`src/rtl/clk_divider_prog.sv`:
```
// Programmable clock divider: clk_div is high for H cycles and low for N-H cycles, and tick marks each period start.
// A new N/H is accepted over valid/ready and takes effect only at a period boundary.
//   state | meaning
//   IDLE  | stopped, outputs low, accepted config goes straight to cur_*
//   RUN   | counting periods, accepted config waits in pending until wrap
module clk_divider_prog #(
  parameter int unsigned CNT_W        = 16,
  parameter int unsigned DEFAULT_DIV  = 64,
  parameter int unsigned DEFAULT_HIGH = 32
) (
  input  logic             clk,
  input  logic             rst,
  input  logic             en,
  input  logic             cfg_valid,
  output logic             cfg_ready,
  input  logic [CNT_W-1:0] cfg_div,
  input  logic [CNT_W-1:0] cfg_high,
  output logic             clk_div,
  output logic             tick,
  output logic [CNT_W-1:0] cur_div,
  output logic [CNT_W-1:0] cur_high
);

  typedef enum logic {
    ST_IDLE = 1'b0,
    ST_RUN  = 1'b1
  } state_e;

  localparam logic [CNT_W-1:0] DIV_RST  = CNT_W'(DEFAULT_DIV);
  localparam logic [CNT_W-1:0] HIGH_RST = CNT_W'(DEFAULT_HIGH);
  localparam logic [CNT_W-1:0] ONE      = CNT_W'(1);
  localparam logic [CNT_W-1:0] TWO      = CNT_W'(2);

  state_e           state_q, state_d;
  logic [CNT_W-1:0] count_q, count_d;
  logic             clk_div_q, clk_div_d;
  logic             tick_q, tick_d;
  logic             pending_q, pending_d;
  logic [CNT_W-1:0] pend_div_q, pend_div_d;
  logic [CNT_W-1:0] pend_high_q, pend_high_d;
  logic [CNT_W-1:0] cur_div_q, cur_div_d;
  logic [CNT_W-1:0] cur_high_q, cur_high_d;

  logic [CNT_W-1:0] clamp_div, clamp_high, count_inc;
  logic             accept, wrap;

  // Requested values are clamped once, at acceptance, so cur_* always hold a legal N/H pair.
  always_comb begin
    clamp_div = (cfg_div < TWO) ? TWO : cfg_div;
    if (cfg_high == '0) begin
      clamp_high = ONE;
    end else if (cfg_high >= clamp_div) begin
      clamp_high = clamp_div - ONE;
    end else begin
      clamp_high = cfg_high;
    end
  end

  assign accept    = cfg_valid && !pending_q;
  assign wrap      = (count_q == cur_div_q - ONE);
  assign count_inc = count_q + ONE;

  always_comb begin
    state_d     = state_q;
    count_d     = count_q;
    clk_div_d   = clk_div_q;
    tick_d      = 1'b0;
    pending_d   = pending_q;
    pend_div_d  = pend_div_q;
    pend_high_d = pend_high_q;
    cur_div_d   = cur_div_q;
    cur_high_d  = cur_high_q;

    case (state_q)
      ST_IDLE: begin
        count_d   = '0;
        clk_div_d = 1'b0;
        if (accept) begin
          cur_div_d  = clamp_div;
          cur_high_d = clamp_high;
        end
        if (en) begin
          state_d   = ST_RUN;
          clk_div_d = 1'b1;
          tick_d    = 1'b1;
        end
      end

      ST_RUN: begin
        if (!en) begin
          state_d   = ST_IDLE;
          count_d   = '0;
          clk_div_d = 1'b0;
          // Leaving RUN means no period is in progress, so any new config can land directly.
          if (pending_q) begin
            cur_div_d  = pend_div_q;
            cur_high_d = pend_high_q;
            pending_d  = 1'b0;
          end else if (accept) begin
            cur_div_d  = clamp_div;
            cur_high_d = clamp_high;
          end
        end else if (wrap) begin
          count_d   = '0;
          clk_div_d = 1'b1;
          tick_d    = 1'b1;
          // A request accepted on the wrap edge itself waits for the next wrap.
          if (pending_q) begin
            cur_div_d  = pend_div_q;
            cur_high_d = pend_high_q;
            pending_d  = 1'b0;
          end else if (accept) begin
            pend_div_d  = clamp_div;
            pend_high_d = clamp_high;
            pending_d   = 1'b1;
          end
        end else begin
          count_d   = count_inc;
          clk_div_d = (count_inc < cur_high_q);
          if (accept) begin
            pend_div_d  = clamp_div;
            pend_high_d = clamp_high;
            pending_d   = 1'b1;
          end
        end
      end

      default: begin
        state_d   = ST_IDLE;
        count_d   = '0;
        clk_div_d = 1'b0;
      end
    endcase
  end

  always_ff @(posedge clk or posedge rst) begin
    if (rst) begin
      state_q     <= ST_IDLE;
      count_q     <= '0;
      clk_div_q   <= 1'b0;
      tick_q      <= 1'b0;
      pending_q   <= 1'b0;
      pend_div_q  <= DIV_RST;
      pend_high_q <= HIGH_RST;
      cur_div_q   <= DIV_RST;
      cur_high_q  <= HIGH_RST;
    end else begin
      state_q     <= state_d;
      count_q     <= count_d;
      clk_div_q   <= clk_div_d;
      tick_q      <= tick_d;
      pending_q   <= pending_d;
      pend_div_q  <= pend_div_d;
      pend_high_q <= pend_high_d;
      cur_div_q   <= cur_div_d;
      cur_high_q  <= cur_high_d;
    end
  end

  assign cfg_ready = !pending_q;
  assign clk_div   = clk_div_q;
  assign tick      = tick_q;
  assign cur_div   = cur_div_q;
  assign cur_high  = cur_high_q;

endmodule

```
`config.mk`:
```
export PLATFORM = sky130hd
export DESIGN_NAME = clk_divider_prog
export DESIGN_NICKNAME = d
export VERILOG_FILES = /design/src/rtl/clk_divider_prog.sv
export SDC_FILE = /design/constraint.sdc
export NUM_CORES = 1
export LEC_CHECK = 0
export CAP_MARGIN = 10
export CELL_PAD_IN_SITES_DETAIL_PLACEMENT = 1
export CELL_PAD_IN_SITES_GLOBAL_PLACEMENT = 2
export CORE_MARGIN = 4
export CORE_UTILIZATION = 34
export CTS_CLUSTER_DIAMETER = 50
export CTS_CLUSTER_SIZE = 10
export DETAILED_ROUTE_END_ITERATION = 16
export HOLD_SLACK_MARGIN = 0.08
export PLACE_DENSITY = 0.76
export SLEW_MARGIN = 20
export SYNTH_ARGS = -nofsm -noshare
export SYNTH_HDL_FRONTEND = slang
export SYNTH_SLANG_ARGS = --single-unit
```
`constraint.sdc`:
```
create_clock -name clk -period 4.3 [get_ports clk]
set_input_delay 0.86 -clock clk [delete_from_list [all_inputs] [get_ports clk]]
set_output_delay 0.86 -clock clk [all_outputs]
set_load 0.1 [all_outputs]
```
Yosys cells after proc, flatten, opt, wreduce, memory -nomap -nowiden
Cells that the tools add are included.
Word-level totals
  register bits: 84
  input bits: 36
  output and inout bits: 35
  logic and storage cells: 63
Cells by class
  $add $sub $neg: 3
  order comparisons: 3
  equal/unequal tests: 5
  multiplexer cells: 36
  bitwise gates (word level): 1
  reductions and logical operators: 6
Operator list (count)
  2-to-1 mux 16 bit: 21
  case mux 16 bit (2 select lines): 3
  subtractor 16 x 1 -> 16 bit, second input constant: 2
  adder 16 x 1 -> 16 bit, second input constant: 1
  == test 16 bit: 1
  >= comparator 16 bit: 1
  logical NOT 16 bit: 1
  < comparator 16 bit: 1
  < comparator 16 x 2 -> 1 bit, second input constant: 1
  2-to-1 mux 1 bit: 10
  inequality test 3 x 2 -> 1 bit, second input constant: 2
  case mux 1 bit (2 select lines): 2
  AND reduction 2 bit: 2
  inequality test 3 x 1 -> 1 bit, second input constant: 1
  AND reduction 3 bit: 1
  inequality test 2 bit, second input constant: 1
  logical AND 1 bit: 1
  logical NOT 1 bit: 1
  NOT 1 bit: 1

Logic depth before layout (Yosys ltp)
  word-level depth: 9
  mapped depth: 16
  gate-level depth less buffers: 14

Worst setup path after synthesis
No wires, ideal clock.
  path kind: input-to-reg
  start: input port cfg_div[9]
  end: register cur_high_q[6], in the netlist cur_high[6]
  library setup time: 0.122 ns
  arrival: 3.898 ns
  required time: 4.178 ns
  path slack: 0.280 ns
  stages on the path: 15
  path buffers: 2
  path through: or3_1 -> clkbuf_1 -> nor4b_1 -> nand3b_1 -> nand2_1 -> inv_1 -> ha_1 -> nand2b_1 -> a21o_1 -> a21oi_1 -> o211ai_1 -> clkbuf_1 -> mux2i_1 -> o21ai_0 -> a22o_1
On the way
  longest elaborated chain between the ends: 9
  elaborated cells between the ends (all ways): 10
  classes of those cells: add/sub: 1; order compare: 2; mux: 7
Ends and longest elaborated chain
  from (decl): line 16  | input logic [CNT_W-1:0] cfg_div,
  < comparator 16 x 2 -> 1 bit *: line 49  | clamp_div = (cfg_div < TWO) ? TWO : cfg_div;
  2-to-1 mux 16 bit *: line 49
  net clamp_div[0]: line 44  | logic [CNT_W-1:0] clamp_div, clamp_high, count_inc;
  subtractor 16 x 1 -> 16 bit or >= comparator 16 bit (tied branches): line 53, 52
  2-to-1 mux 16 bit *: line 52  | end else if (cfg_high >= clamp_div) begin
  2-to-1 mux 16 bit *: line 50  | if (cfg_high == '0) begin
  2-to-1 mux 16 bit *: line 78, 99
  2-to-1 mux 16 bit: line 95  | if (pending_q) begin
  2-to-1 mux 16 bit: line 90  | if (!en) begin
  case mux 16 bit (2 select lines) *: line 74  | case (state_q)
  to (signal assigned): line 156  | cur_high_q <= cur_high_d;
  to (decl): line 42  | logic [CNT_W-1:0] cur_high_q, cur_high_d;
Mark *: on every way through the listed nets, which the timed path passes. The rest lies on a longest branch.
A chain may end at the register's enable or synchronous reset.

Worst setup path in the final report
  start: input port cfg_div[12]
  end: register cur_high_q[2], in the netlist cur_high[2]
Same word-level chain as after synthesis.

==> run metrics <==
outcome completed; hold path start pend_div_q[10]; final hold vios 0; syn nets 664; final clock skew 0.009411 ns; # resized after CTS 0; Pwr Density 654.3 nW/um2; most frequent cells in the layout dfrtp_1, nand2_1, clkdlybuf4s50_1; Initial Util 34.79%; slowest stage delay, CP about 0.44 ns; via/cell ratio 5.356; full die area 17610 um2; Synthesis Warnings 0; Die Wd between 100 and 150 um; leakage 2.906 nW; dominant synthesized flop cell dfrtp_1; Async S/R FF share, synth 100.0%; post-synthesis register bit count 84; pre-CTS setup slack -0.06601 ns; DRC violations left 0; via count 4638; CTS buffer count 9; FF-to-FF Start cur_div[0]; Period minus WS final 3.980 ns; Post-synth EDFFs 0; Critical Path End cur_high[2]; slowest stage cell, crit path clkdlybuf4s50_1; H-tree Lvls 3; Root Driver clkbuf_16; Final nets 743; synthesized cell area 5289 um2; n_diodes 0; R2R setup slack 0.63 ns; Hold Path Class reg2reg; Fin Setup TNS 0 ns; Ports slightly above 70; Core Box Area 15200 um2; first-pass GRT wire length 28080 um; fill count approximately 1800; DRT iter0 DRCs between 150 and 200; Min Hold Slack 0.4848 ns; CP max FO 12; hpwl dp 13850 um; pin count of the biggest net entering global routing 50; Die Ht 132.7 um; Worst-Margin Slew 0.9828 ns; GRT Total Usage 20.36%; Syn Area/Cell 8.904 um2; vias in the first global route approximately 5000; total wire length 17470 um; worst path required time 4.54 ns; CTS tree done; final design utilization 43.39%; R2R depth 9; Congestion Overflow GR 0; final setup margin 0.3197 ns; Gate Count Post-Synth roughly 590; post-synth cell types 53; hold buffers post-CTS 0; Clock transition at path regs 0.07 ns; antenna violations before repair 0; max-capacitance violation count 0; Worst IR Drop VDD 0.3576 mV; Max Clk Rate 251.2 MHz; R2R Path End cur_div[13]; Worst Setup Path Type in2reg; critical path launch point type input pin; Critical Path, Cell by Cell clkdlybuf4s50_1 > or3_1 > nor4b_1 > buf_4 > nand3b_1 > nand2_1 > inv_1 > ha_1 > nand2b_1 > a21o_1 > a21oi_1 > o211ai_1 > buf_4 > o21ai_0 > o21ai_0 > a22o_1; Critical Path AT about 4.2 ns; drt wl/cell 20.17 um; Port Buffers 70; num rows 45; Setup crit start cfg_div[12]; sequential share of the synthesized area 39.84%; share of layout cells above drive strength 1 7.375%; Placer Congestion between 0.8 and 0.9; # Post-CTS Setup Buffers 0; CTS Buffer Depth 2; worst-skew pair later-pin latency 0.35 ns; post-synthesis to final-layout area growth 24.72%; RSZ-0062 raised after global routing no; Rel. slew slack 34.27%; Post-DRT Antenna Nets 0; Finish-stage setup viols 0; crit path capture type register; first-pass iteration count of the detailed router 4; commonest non-fill, non-tap cell in the layout dfrtp_1; pins over their slew limit 0; crit share post-route 92.57%; clk sinks 84
-- synth_stat cells, types with 2 or more instances --
library cell / instances / area (um2)
o21ai_0: 57 / 285.3
or4b_1: 2 / 20.02
nor3_1: 9 / 45.04
nand3_1: 14 / 70.07
nand4_1: 10 / 62.56
o221ai_1: 2 / 17.52
nor4_2: 2 / 25.02
nor4_1: 10 / 62.56
o31ai_1: 2 / 15.01
inv_1: 56 / 210.2
ha_1: 34 / 425.4
buf_4: 2 / 15.01
dfrtp_1: 80 / 2002
or3_1: 6 / 37.54
buf_2: 4 / 20.02
a22oi_1: 14 / 105.1
o21a_1: 7 / 52.55
a21oi_1: 13 / 65.06
nor2_1: 25 / 93.84
mux2i_1: 9 / 90.09
nand2b_1: 4 / 25.02
a2111oi_0: 3 / 26.28
xnor2_1: 36 / 315.3
or4_1: 2 / 15.01
xor2_1: 13 / 113.9
a22o_1: 19 / 166.4
and2_1: 4 / 25.02
o2111ai_1: 2 / 17.52
clkbuf_1: 16 / 60.06
nand2_1: 77 / 289.0
nor2b_1: 16 / 100.1
buf_6: 2 / 22.52
dfstp_2: 4 / 105.1
o21ai_1: 2 / 10.01
a21o_1: 5 / 37.54
o22ai_1: 14 / 87.58
-- layout make-up --
cell class / count / area, um2 / area share [%]
flip-flops and latches: 84 / 2107 / 31.94
clock inverters: 7 / 85.08 / 1.290
clock buffers: 9 / 225.2 / 3.414
inverters: 56 / 211.5 / 3.206
well taps: 188 / 235.2 / 3.566
repair buffers: 92 / 878.3 / 13.32
multi-input cells: 430 / 2854 / 43.27
-- critical path, delay by kind of cell --
family	cells	cell delay (ns)
AND/OR/NAND/NOR	5	1.04
AO/OA/AOI/OAI	6	1.15
adder cells (fa/ha/maj)	1	0.26
buffers and inverters	4	0.91
-- stage by stage --
step / power [mW] / instances / instance area [um2]
2_1_floorplan: 2.880 / 594 / 5289
3_3_place_gp: 3.471 / 850 / 6286
3_5_place_dp: 3.521 / 850 / 6286
4_1_cts: 4.350 / 866 / 6596
5_1_grt: 4.539 / 866 / 6596
6_report: 4.316 / 866 / 6596
-- worst min path at each step --
stage / depth (start not counted) / endpoint / slack, ns
2_1_floorplan: 2 / pend_high_q[7] / 0.45
6_report: 2 / pend_div_q[10] / 0.48
3_3_place_gp: 2 / pend_high_q[12] / 0.46
4_1_cts: 2 / pend_div_q[15] / 0.49
5_1_grt: 2 / pend_div_q[6] / 0.51
3_5_place_dp: 2 / pend_div_q[15] / 0.47
-- power by group --
| group | switching [mW] | internal, mW | total, mW | leakage, nW |
|---|---|---|---|---|
| logic | 1.57 | 0.615 | 2.18 | 1.71 |
| registers | 0.278 | 1.03 | 1.31 | 1.05 |
| clock network | 0.359 | 0.461 | 0.819 | 0.146 |
| total | 2.21 | 2.11 | 4.32 | 2.91 |
-- cell families after synthesis --
group | count (synthesis) | synth area share, %
buffers and inverters | 80 | 6.198
and+or+nand+nor | 189 | 17.89
AOI/OAI and AO/OA | 149 | 18.22
xor gates and xnor gates | 49 | 8.114
DFF | 84 | 39.84
muxes | 9 | 1.703
adders and majority gates | 34 | 8.044
-- registers in the layout, summed over array words and instances, names as in the netlist --
signal / count
cur_div: 16
count_q: 16
cur_high: 16
pending_q: 1
pend_div_q: 16
clk_div: 1
state_q: 1
tick: 1
pend_high_q: 16
-- metal layers --
layer	share of wire (%)	track usage (%)	wire, um
met1	46	26.22	8008
met2	50	35.48	8653
met3	2.7	2.662	472
met4	1.9	6.467	333
met5	0	0	0
No activity file was read; power rests on OpenSTA's default activity.
